`src/rtl/rng_range_sampler_if.sv`:
```
// Request/result bundle between a client and rng_range_sampler.
`timescale 1ns/1ps
interface rng_range_sampler_if #(
  parameter int WIDTH = 16,
  parameter int TRY_W = 4
);
  logic             start;
  logic [WIDTH-1:0] bound;
  logic             ready;
  logic [WIDTH-1:0] value;
  logic             valid;
  logic             fallback;
  logic             err;
  logic [TRY_W-1:0] tries;

  modport master (
    output start, bound,
    input  ready, value, valid, fallback, err, tries
  );

  modport slave (
    input  start, bound,
    output ready, value, valid, fallback, err, tries
  );
endinterface

```
`src/rtl/rng_range_sampler.sv`:
```
// Mask-and-reject sampler: turns raw LFSR draws into uniform values in [0, bound).
// After MAX_TRIES rejected draws the last candidate is folded once by subtraction.
`timescale 1ns/1ps
module rng_range_sampler #(
  parameter int WIDTH     = 16,
  parameter int MAX_TRIES = 8,
  parameter int TRY_W     = 4
) (
  input  logic               i_clk,
  input  logic               i_rst,
  rng_range_sampler_if.slave io_req,
  output logic               o_rng_req,
  input  logic [WIDTH-1:0]   i_rng_data,
  input  logic               i_rng_done
);

  typedef enum logic [1:0] {S_IDLE, S_REQ, S_WAIT, S_DONE} state_t;

  state_t           r_state,    w_state_nxt;
  logic [WIDTH-1:0] r_bound,    w_bound_nxt;
  logic [WIDTH-1:0] r_mask,     w_mask_nxt;
  logic [WIDTH-1:0] r_value,    w_value_nxt;
  logic [TRY_W-1:0] r_tries,    w_tries_nxt;
  logic             r_fallback, w_fallback_nxt;
  logic             r_err,      w_err_nxt;
  logic             r_first,    w_first_nxt;
  logic [WIDTH-1:0] w_cand;

  // Smallest 2^k-1 covering x.
  function automatic logic [WIDTH-1:0] smear(input logic [WIDTH-1:0] x);
    logic [WIDTH-1:0] y;
    y = x;
    for (int s = 1; s < WIDTH; s = s * 2) y = y | (y >> s);
    return y;
  endfunction

  assign w_cand = i_rng_data & r_mask;

  always_ff @(posedge i_clk) begin
    if (i_rst) begin
      r_state    <= S_IDLE;
      r_bound    <= '0;
      r_mask     <= '0;
      r_value    <= '0;
      r_tries    <= '0;
      r_fallback <= 1'b0;
      r_err      <= 1'b0;
      r_first    <= 1'b0;
    end else begin
      r_state    <= w_state_nxt;
      r_bound    <= w_bound_nxt;
      r_mask     <= w_mask_nxt;
      r_value    <= w_value_nxt;
      r_tries    <= w_tries_nxt;
      r_fallback <= w_fallback_nxt;
      r_err      <= w_err_nxt;
      r_first    <= w_first_nxt;
    end
  end

  always_comb begin
    w_state_nxt    = r_state;
    w_bound_nxt    = r_bound;
    w_mask_nxt     = r_mask;
    w_value_nxt    = r_value;
    w_tries_nxt    = r_tries;
    w_fallback_nxt = r_fallback;
    w_err_nxt      = r_err;
    w_first_nxt    = r_first;
    case (r_state)
      S_IDLE: begin
        if (io_req.start) begin
          w_bound_nxt    = io_req.bound;
          w_mask_nxt     = smear(io_req.bound - WIDTH'(1));
          w_tries_nxt    = '0;
          w_fallback_nxt = 1'b0;
          w_err_nxt      = 1'b0;
          if (io_req.bound == '0) begin
            w_value_nxt = '0;
            w_err_nxt   = 1'b1;
            w_state_nxt = S_DONE;
          end else begin
            w_state_nxt = S_REQ;
          end
        end
      end
      S_REQ: begin
        w_tries_nxt = r_tries + TRY_W'(1);
        w_first_nxt = 1'b1;
        w_state_nxt = S_WAIT;
      end
      S_WAIT: begin
        // done may still be high from the previous draw during the first cycle
        w_first_nxt = 1'b0;
        if (!r_first && i_rng_done) begin
          if (w_cand < r_bound) begin
            w_value_nxt = w_cand;
            w_state_nxt = S_DONE;
          end else if (r_tries < TRY_W'(MAX_TRIES)) begin
            w_state_nxt = S_REQ;
          end else begin
            // mask < 2*bound, so a single subtraction lands in range
            w_value_nxt    = w_cand - r_bound;
            w_fallback_nxt = 1'b1;
            w_state_nxt    = S_DONE;
          end
        end
      end
      S_DONE: begin
        w_state_nxt = S_IDLE;
      end
      default: begin
        w_state_nxt = S_IDLE;
      end
    endcase
  end

  assign io_req.ready    = (r_state == S_IDLE);
  assign io_req.valid    = (r_state == S_DONE);
  assign io_req.value    = r_value;
  assign io_req.fallback = r_fallback;
  assign io_req.err      = r_err;
  assign io_req.tries    = r_tries;
  assign o_rng_req       = (r_state == S_REQ);

endmodule

```
`src/flat_wrapper.sv`:
```
// flat-port wrapper written by rule: the top's interface ports become plain ports
module rng_range_sampler_flat 
#(
  parameter int WIDTH     = 16,
  parameter int MAX_TRIES = 8,
  parameter int TRY_W     = 4
)
  (i_clk, i_rst, o_rng_req, i_rng_data, i_rng_done, io_req_start, io_req_bound, io_req_ready, io_req_value, io_req_valid, io_req_fallback, io_req_err, io_req_tries);
  rng_range_sampler_if #(.WIDTH(WIDTH), .TRY_W(TRY_W)) io_req_i ();
  input  logic i_clk;
  input  logic i_rst;
  output logic o_rng_req;
  input  logic [WIDTH-1:0] i_rng_data;
  input  logic i_rng_done;
  input wire logic [$bits(io_req_i.start)-1:0] io_req_start;
  input wire logic [$bits(io_req_i.bound)-1:0] io_req_bound;
  output wire logic [$bits(io_req_i.ready)-1:0] io_req_ready;
  output wire logic [$bits(io_req_i.value)-1:0] io_req_value;
  output wire logic [$bits(io_req_i.valid)-1:0] io_req_valid;
  output wire logic [$bits(io_req_i.fallback)-1:0] io_req_fallback;
  output wire logic [$bits(io_req_i.err)-1:0] io_req_err;
  output wire logic [$bits(io_req_i.tries)-1:0] io_req_tries;
  assign io_req_i.start = io_req_start;
  assign io_req_i.bound = io_req_bound;
  assign io_req_ready = io_req_i.ready;
  assign io_req_value = io_req_i.value;
  assign io_req_valid = io_req_i.valid;
  assign io_req_fallback = io_req_i.fallback;
  assign io_req_err = io_req_i.err;
  assign io_req_tries = io_req_i.tries;
  rng_range_sampler #(.WIDTH(WIDTH), .MAX_TRIES(MAX_TRIES), .TRY_W(TRY_W)) u_core (.i_clk(i_clk), .i_rst(i_rst), .io_req(io_req_i), .o_rng_req(o_rng_req), .i_rng_data(i_rng_data), .i_rng_done(i_rng_done));
endmodule
```
`config.mk`:
```
export PLATFORM = sky130hd
export DESIGN_NAME = rng_range_sampler_flat
export DESIGN_NICKNAME = d
export VERILOG_FILES = /design/src/rtl/rng_range_sampler_if.sv /design/src/rtl/rng_range_sampler.sv /design/src/flat_wrapper.sv
export SDC_FILE = /design/constraint.sdc
export NUM_CORES = 1
export LEC_CHECK = 0
export CORE_MARGIN = 5
export CORE_UTILIZATION = 31
export DETAILED_ROUTE_END_ITERATION = 8
export SETUP_SLACK_MARGIN = 0.1
export SKIP_CTS_REPAIR_TIMING = 1
export SLEW_MARGIN = 20
export SYNTH_ARGS = -nofsm -noshare
export SYNTH_HDL_FRONTEND = slang
export SYNTH_SLANG_ARGS = --single-unit
export TNS_END_PERCENT = 1
```
`constraint.sdc`:
```
create_clock -name i_clk -period 8.5 [get_ports i_clk]
set_input_delay 1.7 -clock i_clk [delete_from_list [all_inputs] [get_ports i_clk]]
set_output_delay 1.7 -clock i_clk [all_outputs]
set_load 0.1 [all_outputs]
```
---- Word level (Yosys, flattened, before mapping) ----
Index checks and enable logic that the tools add are counted.
operators by class
  add/sub/neg operators ................... 3
  $lt $le $gt $ge ......................... 2
  eq/ne operators ......................... 9
  multiplexer cells ....................... 21
  bitwise logic cells ..................... 5
  reductions and logical operators ........ 12
operators with widths
  operator               count
  $mux 16                5
  $pmux 16 s2            1
  $and 16x16->16         1
  $logic_not 16->1       1
  $lt 16x16->1           1
  $or 16x12->16          1
  $or 16x14->16          1
  $or 16x15->16          1
  $or 16x8->16           1
  $sub 16x1->16 const B  1
  $sub 16x16->16         1
  $mux 2                 5
  $reduce_and 5->1       2
  $pmux 2 s4             1
  $pmux 4 s2             1
  $ne 2x2->1 const B     3
  $reduce_and 2->1       3
  $reduce_bool 2->1      3
  $mux 1                 5
  $add 4x1->4 const B    1
  $eq 2x2->1 const B     2
  $lt 4x4->1 const B     1
  $mux 4                 1
  $ne 2x1->1 const B     2
  6 further kinds        7
storage, ports and cells
  register bits after elaboration ......... 57
  bits of input ports ..................... 36
  output and inout bits ................... 25
  logic and storage cells ................. 60

---- Logic depth before layout (Yosys ltp) ----
Gate-level depths: netlist of run 1.
  depth after elaboration ................. 6
  mapped depth ............................ 13
  mapped depth without buffers ............ 11

---- Least setup slack after synthesis of run 1 ----
No wires, ideal clock.
  path type ............................... in2reg
  start ................................... input port i_rng_data[0]
  end ..................................... register u_core.r_value[2] (netlist: u_core.io_req.value[2])
  library setup time ...................... 0.120 ns
  arrival ................................. 4.417 ns
  data required time ...................... 8.380 ns
  slack ................................... 3.964 ns
  stages .................................. 13
  buffers on the path ..................... 2
  cells stage by stage .................... nand2_1 > ha_1 > inv_1 > fa_1 > a211oi_1 > nor2_1 > o311ai_0 > o2111ai_1 > and2_1 > buf_2 > buf_1 > o21ai_0 > o2bb2ai_1
between the ends
  cells in the longest elaborated chain, start to end .. 6
  elaborated cells between the ends (all ways) .. 9
  those cells by class .................... 1 x add/sub; 1 x order compare; 1 x eq/ne; 4 x mux; 1 x bitwise; 1 x reduce/logical
RTL lines
  element               line                      text
  from (decl)           flat_wrapper.sv:13        input logic [WIDTH-1:0] i_rng_data;
  $and 16x16->16 *      rng_range_sampler.sv:37   assign w_cand = i_rng_data & r_mask;
  $sub 16x16->16        rng_range_sampler.sv:103  w_value_nxt = w_cand - r_bound;
  $mux 16               rng_range_sampler.sv:99   end else if (r_tries < TRY_W'(MAX_TRIES)) begin
  $mux 16               rng_range_sampler.sv:96   if (w_cand < r_bound) begin
  $mux 16               rng_range_sampler.sv:95   if (!r_first && i_rng_done) begin
  $pmux 16 s2           rng_range_sampler.sv:70   case (r_state)
  to (signal assigned)  rng_range_sampler.sv:53   r_value <= w_value_nxt;
  to (decl)             rng_range_sampler.sv:22   logic [WIDTH-1:0] r_value, w_value_nxt;
Every way passes the cells marked *; elsewhere a longest branch is shown, timed or not. The select of a mux whose other input is x is not followed.
A chain may end at the register's enable or synchronous reset.

---- Worst setup path in the final report of run 1 ----
  start ................................... input port i_rng_data[0]
  end ..................................... register u_core.r_value[10] (netlist: u_core.io_req.value[10])
Same word-level chain as after synthesis.

==> summary.md, run 1 <==
| Metric | Value |
|---|---|
| Status | finished clean |
| Clk_lat worst skew | 0.33 ns |
| Synthesis-stage register bit count | 57 |
| Async S/R FF share, synth | 0 |
| Die height | 120 um |
| Finished Core Util | 0.395 |
| Initial Util | 0.313 |
| Initial antenna violation count | 0 |
| Top fanout value on the critical path | 14 |
| Vias in the first global route | 3173 |
| Max VDD drop | 0.000103 V |
| Fin crit share | 0.603 |
| Clk buf depth | 2 |
| Area growth, synth to finish | 26.1% |
| # IOs | 61 |
| Critical R2R Launch | u_core.r_mask[0] |
| Worst Skew | 0.00706 ns |
| Critical Path AT | 5.40 ns |
| Critical Path RT | 8.77 ns |
| GR Layer Usage met1 | 0.182 |
| Largest net degree at the start of global routing | 33 |
| Ys flop type | dfxtp_1 |
| Storage cell area | 1140 um^2 |
| Num CTS Buffers | 9 |
| Multi-input logic area | 2340 um^2 |
| Routed WL per cell | 14.9 um |
| Drc violations | 0 |
| Placer congestion estimate | 0.909 |
| Global Route met3 Usage | 0.0278 |
| Hold depth | 2 |
| DIE AREA | 14300 um^2 |
| Leakage power | 1.76 nW |
| First-pass GRT wire length | 15600 um |
| Crit. Startpoint | i_rng_data[0] |
| YS warnings | 0 |
| Vias per cell | 5.04 |
| # fillers | 1222 |
| Dpl hpwl | 7620 um |
| Clock Sinks | 57 |
| Initial DRC count | 276 |
| Slew Limit Fails | 0 |
| DR vias | 3291 |
| Pwr dens | 202 nW/um^2 |
| Core box area | 11900 um^2 |
| Setup total negative slack | 0 ns |
| Clock transition at path regs | 0.05 ns |
| Row count | 40 |
| Worst hold start | u_core.r_bound[14] |
| CTS tree | built |
| N_diodes | 0 |
| Nets | 561 |
| Final Hold Fails | 0 |
| EDFF count, synth | 0 |
| Fin cells | 653 |
| R2R Path End | u_core.io_req.value[10] |
| Reg2Reg Depth | 11 |
| Worst Max-Slew Pin Slew | 1.07 ns |
| GRT Max-Usage Layer | met2 |
| Flop2flop setup slack | 4.90 ns |
| Crit end category | flip-flop |
| Met2 Use GR | 0.207 |
| Placed cell count | 637 |
| Post-DRT Antenna Nets | 0 |
| Tot Pwr | 950 uW |
| Post-Synthesis Cell Area | 3730 um^2 |
| First drt pass iteration count | 5 |
| Synth area leader | dfxtp_1 |
| Syn Nets | 510 |
| Highest clock rate | 195 MHz |
| RSZ-0062 raised after global routing | false |
| Post-route minimum period | 5.12 ns |
| Port Buffers | 60 |
| MaxCap Viol Count | 0 |
| CP Class | in -> reg |
| Top post-synthesis cells by area | dfxtp_1 (31%), ha_1 (7.7%), nand2_1 (5.1%) |
| Routed WL | 9710 um |
| Mapped Cells | 450 |
| H-Tree Depth | 3 |
| Grt total ovfl | 0 |
| Die width | 120 um |
| Syn avg cell area | 8.28 um^2 |
| Hold Crit Class | reg -> reg |
| Root buffer cell | clkbuf_16 |
| Final setup viols | 0 |
| GRT Overall Usage | 0.135 |
| Startpoint types | input port |
| Hold Path Sink | u_core.r_bound[14] |
| Sequential area share after synthesis | 0.306 |
| Post-synth top area share | 0.306 |
| Layout cells sized above 1 | 0.0810 |
| Synth cell types | 71 |
| Slew margin rel. | 0.284 |
-- critical path, cell delays in order --
cell,delay [ns]
clkdlybuf4s50_1,0.43
nand2_1,0.10
ha_1,0.15
inv_1,0.05
fa_1,0.42
a211oi_1,0.25
nor2_1,0.11
o311ai_0,0.82
o2111ai_1,0.35
and2_1,0.50
nor4_1,0.37
a221o_1,0.15
-- metal layers --
| metal | share of wire | routed length (um) |
|---|---|---|
| met1 | 0.50 | 4820 |
| met2 | 0.44 | 4250 |
| met3 | 0.047 | 452 |
| met4 | 0.019 | 188 |
| met5 | 0 | 0 |
-- flip-flops by register name, indices dropped and copies added, names as in the netlist --
signal / flops
u_core.io_req.value: 16
u_core.r_bound: 16
u_core.r_mask: 16
u_core.io_req.tries: 4
u_core.r_state: 2
u_core.io_req.err: 1
u_core.io_req.fallback: 1
u_core.r_first: 1
-- worst max-delay path by stage --
stage / end / slack, ns / depth (start not counted)
6_report: u_core.io_req.value[10] / 3.38 / 12
5_1_grt: u_core.io_req.value[10] / 3.12 / 12
4_1_cts: u_core.io_req.value[10] / 3.39 / 12
3_5_place_dp: u_core.io_req.value[10] / 3.06 / 12
3_3_place_gp: u_core.io_req.value[10] / 3.15 / 12
2_1_floorplan: u_core.io_req.value[2] / 3.96 / 13
-- where the power goes --
group	internal [mW]	switching, mW	leakage (nW)
sequential	0.286	0.0109	0.467
combinational	0.115	0.172	1.14
clock	0.242	0.123	0.149
total	0.644	0.306	1.76
-- cell usage after synthesis, types with 5 or more instances --
library cell   n
nand2b_1       5
nor3_1        10
ha_1          23
inv_1         31
o21ai_0       27
o2bb2ai_1     13
a21o_1         7
a21oi_1       37
xnor2_1       14
and2_1        14
nand3_1       10
nand2_1       51
dfxtp_1       57
mux2i_1       14
clkbuf_1       7
nor2_1        30
xor2_1         7
-- kinds of logic (layout without fill, tap and decap cells) --
kind of cell,count (synthesis),after routing,share of synthesized area
simple gates,157,157,0.223
compound gates,124,124,0.233
flops,57,57,0.306
buf+inv,52,108,0.0655
fa+ha+maj,24,24,0.0826
xor+xnor,21,21,0.0493
mux,15,15,0.0406
-- per-stage QoR --
| stage | setup slack, ns | hold WS, ns | instance area [um^2] |
|---|---|---|---|
| after detailed placement | 3.06 | 0.449 | 4390 |
| after global routing | 3.12 | 0.472 | 4700 |
| after CTS | 3.39 | 0.454 | 4700 |
| after floorplan | 3.96 | 0.436 | 3730 |
| after global placement | 3.15 | 0.446 | 4390 |
| final | 3.38 | 0.453 | 4700 |
-- layout by cell type, fill, tap and decap left out, drive strengths merged, types with 4 or more instances in the layout --
cell and instances:
nor4 4, dfxtp 57, xor2 7, mux2i 14, clkdlybuf4s50 60, a21oi 39
nand2b 5, and2 16, clkbuf 12, o2bb2ai 13, nor3 11, or4 4
nand2 51, xnor2 14, a21o 7, nand3 10, ha 23, or2 5
inv 31, or3 6, nor2 30, o21ai 27
-- final cells by class --
cell class | instances | share of cell area
Multi-Input combinational cell | 341 | 0.498
Sequential cell | 57 | 0.243
Timing Repair Buffer | 61 | 0.129
Clock buffer | 12 | 0.0546
Tap cell | 147 | 0.0391
Inverter | 31 | 0.0248
Clock inverter | 4 | 0.0109
Note: power is estimated with default switching activity, not from simulation.
==> inputs of run 2 (changes only) <==
Clock period 8.5 ns to 4.27 ns, I/O delays scaled along.
==> summary.md, run 2 (synthesized netlist as in run 1, its figures left out) <==
| Metric | Value |
|---|---|
| Status | finished clean |
| Leakage power | 1.78 nW |
| Setup total negative slack | 0 ns |
| Critical Path RT | 4.48 ns |
| Highest clock rate | 263 MHz |
| Core box area | 11900 um^2 |
| Post-route minimum period | 3.80 ns |
| Hold Worst Slack | 0.454 ns |
| Crit end category | flip-flop |
| First-pass GRT wire length | 15600 um |
| Commonest non-fill, non-tap cell in the layout | clkdlybuf4s50_1 |
| Placer congestion estimate | 0.842 |
| Layout cells sized above 1 | 0.0918 |
| Critical Path, Cell by Cell | clkdlybuf4s50_1, nand2_1, ha_1, inv_1, fa_1, a211oi_1, nor2_1, o311ai_0, buf_4, o2111ai_1, and2_1, buf_12, mux2i_1, o2bb2ai_1 |
| GRT Overall Usage | 0.136 |
| Slew margin rel. | 0.340 |
| RSZ-0062 raised after global routing | false |
| CP Class | in -> reg |
| Vias per cell | 5.04 |
| Top fanout value on the critical path | 10 |
| Die height | 120 um |
| Max VDD drop | 0.000202 V |
| Largest net degree at the start of global routing | 33 |
| Drc violations | 0 |
| Clk buf depth | 2 |
| Clock transition at path regs | 0.05 ns |
| Post-DRT Antenna Nets | 0 |
| Port Buffers | 60 |
| Slew Limit Fails | 0 |
| Commonest non-fill, non-tap cells in the layout | clkdlybuf4s50_1 (60), dfxtp_1 (57), nand2_1 (51), a21oi_1 (37), inv_1 (31) |
| First drt pass iteration count | 4 |
| Clk_lat worst skew | 0.33 ns |
| Row count | 40 |
| Hold Crit Class | reg -> reg |
| N_diodes | 0 |
| Pwr dens | 400 nW/um^2 |
| Bufs and invs on worst path | 4 |
| Routed WL per cell | 14.8 um |
| # IOs | 61 |
| Delay of the slowest critical-path stage | 0.43 ns |
| Die width | 120 um |
| Fin crit share | 0.890 |
| Worst Skew | 0.00593 ns |
| MaxCap Viol Count | 0 |
| Vias in the first global route | 3080 |
| Nets | 567 |
| Initial antenna violation count | 0 |
| Root buffer cell | clkbuf_16 |
| DIE AREA | 14300 um^2 |
| Initial Util | 0.313 |
| Area growth, synth to finish | 27.4% |
| Critical Path AT | 4.01 ns |
| H-Tree Depth | 3 |
| Clock Sinks | 57 |
| Grt total ovfl | 0 |
| Final Hold Fails | 0 |
| Slowest cell on the critical path | clkdlybuf4s50_1 |
| CP top delay family | compound AO/OA/AOI/OAI gates |
| Final setup viols | 0 |
| Startpoint types | input port |
| Num CTS Buffers | 9 |
| DR vias | 3323 |
| Routed WL | 9750 um |
| Worst Max-Slew Pin Slew | 0.987 ns |
| CTS tree | built |
| Dpl hpwl | 7710 um |
| Initial DRC count | 210 |
## run 2: changes by cell type in the layout (fill, tap and decap cells not counted)
cell        change
clkbuf_8        -1
clkinv_4        -1
buf_12          +1
buf_4           +5
clkinv_2        +1
clkinvlp_4      +1
## run 2: stage by stage
| stage | utilization | setup WS (ns) | total power [mW] | instances | instance area (um^2) |
|---|---|---|---|---|---|
| after floorplan | - | 0.580 | 1.04 | 450 | 3730 |
| after global placement | 0.374 | 0.204 | 1.19 | 643 | 4450 |
| after detailed placement | 0.374 | 0.175 | 1.20 | 643 | 4450 |
| after CTS | 0.399 | 0.504 | 1.91 | 659 | 4750 |
| after global routing | 0.399 | 0.230 | 1.99 | 659 | 4750 |
| final | 0.399 | 0.468 | 1.90 | 659 | 4750 |
## run 2: layout make-up
type	count	area, um^2
Inverter	31	116
Timing Repair Buffer	67	666
Clock inverter	5	55.1
Multi-Input combinational cell	341	2340
Tap cell	147	184
Clock buffer	11	243
Sequential cell	57	1140
Fill cell	1191	7160
## run 2: worst register-to-register path: stages (launching register included)
cell       delay [ns]
dfxtp_1          0.31
nand2_1          0.07
ha_1             0.15
inv_1            0.05
fa_1             0.41
a211oi_1         0.27
nor2_1           0.12
o311ai_0         0.33
buf_4            0.20
o2111ai_1        0.24
and2_1           0.32
buf_12           0.18
mux2i_1          0.25
o2bb2ai_1        0.11
## run 2: path summary, 6_finish.rpt
path                                               end               start  cells past startpoint  slack (ns)
worst max-delay path            u_core.io_req.value[3]       i_rng_data[0]                     14        0.47
worst min-delay path                u_core.r_bound[12]  u_core.r_bound[12]                      2        0.45
worst max register to register  u_core.io_req.value[3]    u_core.r_mask[0]                     13        1.13
worst min register to register      u_core.r_bound[12]  u_core.r_bound[12]                      2        0.45
## run 2: layer usage
metal  global-route usage  up-vias  part of all wire
met1                0.187     1511              0.50
met3               0.0250       10             0.043
met5                    0        -                 0
li1                     -     1727                 -
met2                0.207       75              0.44
met4               0.0623        0             0.018
## run 2: power by group
part	total (mW)	internal [mW]	switching, mW
clock	0.709	0.464	0.245
sequential	0.592	0.570	0.0224
combinational	0.599	0.250	0.349
==> inputs of run 3 (changes only) <==
Settings changed: REMOVE_ABC_BUFFERS from default to 1.
==> summary.md, run 3 (synthesized netlist as in run 1, its figures left out) <==
| Metric | Value |
|---|---|
| RSZ-0062 raised after global routing | false |
| Slew Limit Fails | 0 |
| Leakage power | 1.81 nW |
| Initial antenna violation count | 0 |
| CP top delay family | simple AND/OR/NAND/NOR gates |
| Critical Path AT | 4.12 ns |
| Drc violations | 0 |
| DIE AREA | 14300 um^2 |
| # IOs | 61 |
| N_diodes | 0 |
| Row count | 40 |
| CTS tree | built |
| Clk buf depth | 2 |
| Vias in the first global route | 3333 |
| Highest clock rate | 260 MHz |
| Design area | 4760 um^2 |
| Reg2Reg Depth | 12 |
| First-pass GRT wire length | 16600 um |
| Clk network pwr share | 0.357 |
| Nets | 574 |
| Num CTS Buffers | 9 |
| Area growth, synth to finish | 27.8% |
| Max VDD drop | 0.000193 V |
| Crit end category | flip-flop |
| Largest net degree at the start of global routing | 33 |
| Critical R2R Launch | u_core.r_mask[0] |
| Int Pwr | 1.23 mW |
| Switch share | 0.330 |
| Delay of the slowest critical-path stage | 0.43 ns |
| Grt total ovfl | 0 |
| Vias per cell | 5.06 |
| Seq pwr share | 0.321 |
| Routed WL | 10100 um |
| Pwr dens | 387 nW/um^2 |
| Post-DRT Antenna Nets | 0 |
| Dpl hpwl | 7960 um |
| Worst Max-Slew Pin Slew | 0.978 ns |
| Crit path to | u_core.io_req.value[10] |
| Initial DRC count | 226 |
| Flop2flop setup slack | 1.01 ns |
| Setup total negative slack | 0 ns |
| Hold Crit Class | reg -> reg |
| Critical Path, Cell by Cell | clkdlybuf4s50_1, nand2_1, ha_1, inv_1, fa_1, a211oi_1, nor2_1, o311ai_0, buf_4, o2111ai_1, and2_1, nor4_1, a221o_1 |
| Crit. Startpoint | i_rng_data[0] |
| Bufs and invs on worst path | 3 |
| Dpl cell area | 4490 um^2 |
| Core box area | 11900 um^2 |
| Post-route minimum period | 3.85 ns |
| Die width | 120 um |
| DR vias | 3368 |
| First drt pass iteration count | 4 |
| Commonest non-fill, non-tap cell in the layout | clkdlybuf4s50_1 |
| Routed WL per cell | 15.2 um |
| Clock transition at path regs | 0.05 ns |
| Port Buffers | 60 |
| Root buffer cell | clkbuf_16 |
| Initial Util | 0.313 |
| Slowest cell on the critical path | fa_1 |
| Worst Skew | 0.00510 ns |
| Commonest non-fill, non-tap cells in the layout | clkdlybuf4s50_1 (60), dfxtp_1 (57), nand2_1 (51), a21oi_1 (37), inv_1 (31) |
| Critical path depth in cells | 13 |
| Final Hold Fails | 0 |
| Final setup viols | 0 |
| GRT Overall Usage | 0.144 |
| Fin crit share | 0.902 |
| Clk_lat worst skew | 0.33 ns |
| Slew margin rel. | 0.346 |
| Status | finished clean |
| R2R Path End | u_core.io_req.value[10] |
| CP Class | in -> reg |
| Die height | 120 um |
| Critical Path RT | 4.54 ns |
| Clock Sinks | 57 |
| MaxCap Viol Count | 0 |
| H-Tree Depth | 3 |
| Layout cells sized above 1 | 0.102 |
| NetSw | 609 uW |
| Startpoint types | input port |
| Top fanout value on the critical path | 14 |
| Logic gate share of total power | 0.322 |
| Placer congestion estimate | 0.875 |
==> run 3: through the flow <==
| step | worst slack (ns) | std cells | util | power, mW | hold WS (ns) |
|---|---|---|---|---|---|
| floorplan | 0.689 | 429 | - | 1.02 | 0.430 |
| global placement | 0.268 | 650 | 0.377 | 1.19 | 0.446 |
| detailed placement | 0.144 | 650 | 0.377 | 1.19 | 0.446 |
| CTS | 0.464 | 666 | 0.400 | 1.86 | 0.453 |
| global route | 0.256 | 666 | 0.400 | 1.96 | 0.473 |
| finish | 0.417 | 666 | 0.400 | 1.84 | 0.451 |
==> run 3: layer usage <==
metal | track usage | up-vias | wire [um] | part of all wire
met3 | 0.0405 | 11 | 512 | 0.051
met1 | 0.181 | 1556 | 4570 | 0.45
met2 | 0.238 | 67 | 4900 | 0.48
met5 | 0 | - | 0 | 0
met4 | 0.0487 | 0 | 148 | 0.015
li1 | - | 1734 | - | -
==> run 3: cell type report <==
type	instances	area, um^2
Fill cell	1209	7150
Multi-Input combinational cell	341	2340
Sequential cell	57	1140
Timing Repair Buffer	74	706
Clock buffer	13	260
Tap cell	147	184
Inverter	31	116
Clock inverter	3	15.0
==> run 3: worst reg2reg max path: cells and delay by family (launching register included) <==
kind / cells / cell delay (ns)
AOI/OAI and AO/OA: 4 / 0.93
adders and majority gates: 2 / 0.61
buffers and inverters: 2 / 0.26
DFF: 1 / 0.33
and+or+nand+nor: 4 / 1.06
==> run 3: how the worst min path moves through the flow <==
stage                  startpoint  slack (ns)                  to  cells past startpoint
6_report        u_core.r_bound[6]        0.45   u_core.r_bound[6]                      2
5_1_grt        u_core.r_bound[10]        0.47  u_core.r_bound[10]                      2
4_1_cts         u_core.r_bound[6]        0.45   u_core.r_bound[6]                      2
3_5_place_dp    u_core.r_bound[6]        0.45   u_core.r_bound[6]                      2
3_3_place_gp    u_core.r_bound[4]        0.45   u_core.r_bound[4]                      2
2_1_floorplan  u_core.r_bound[10]        0.43  u_core.r_bound[10]                      2
==> run 3: power groups by stage <==
stage	clock [mW]	sequential, mW	combinational (mW)
2_1_floorplan	0	0.606	0.410
3_3_place_gp	0	0.601	0.586
3_5_place_dp	0	0.602	0.590
4_1_cts	0.676	0.592	0.596
5_1_grt	0.704	0.595	0.657
6_report	0.658	0.592	0.595
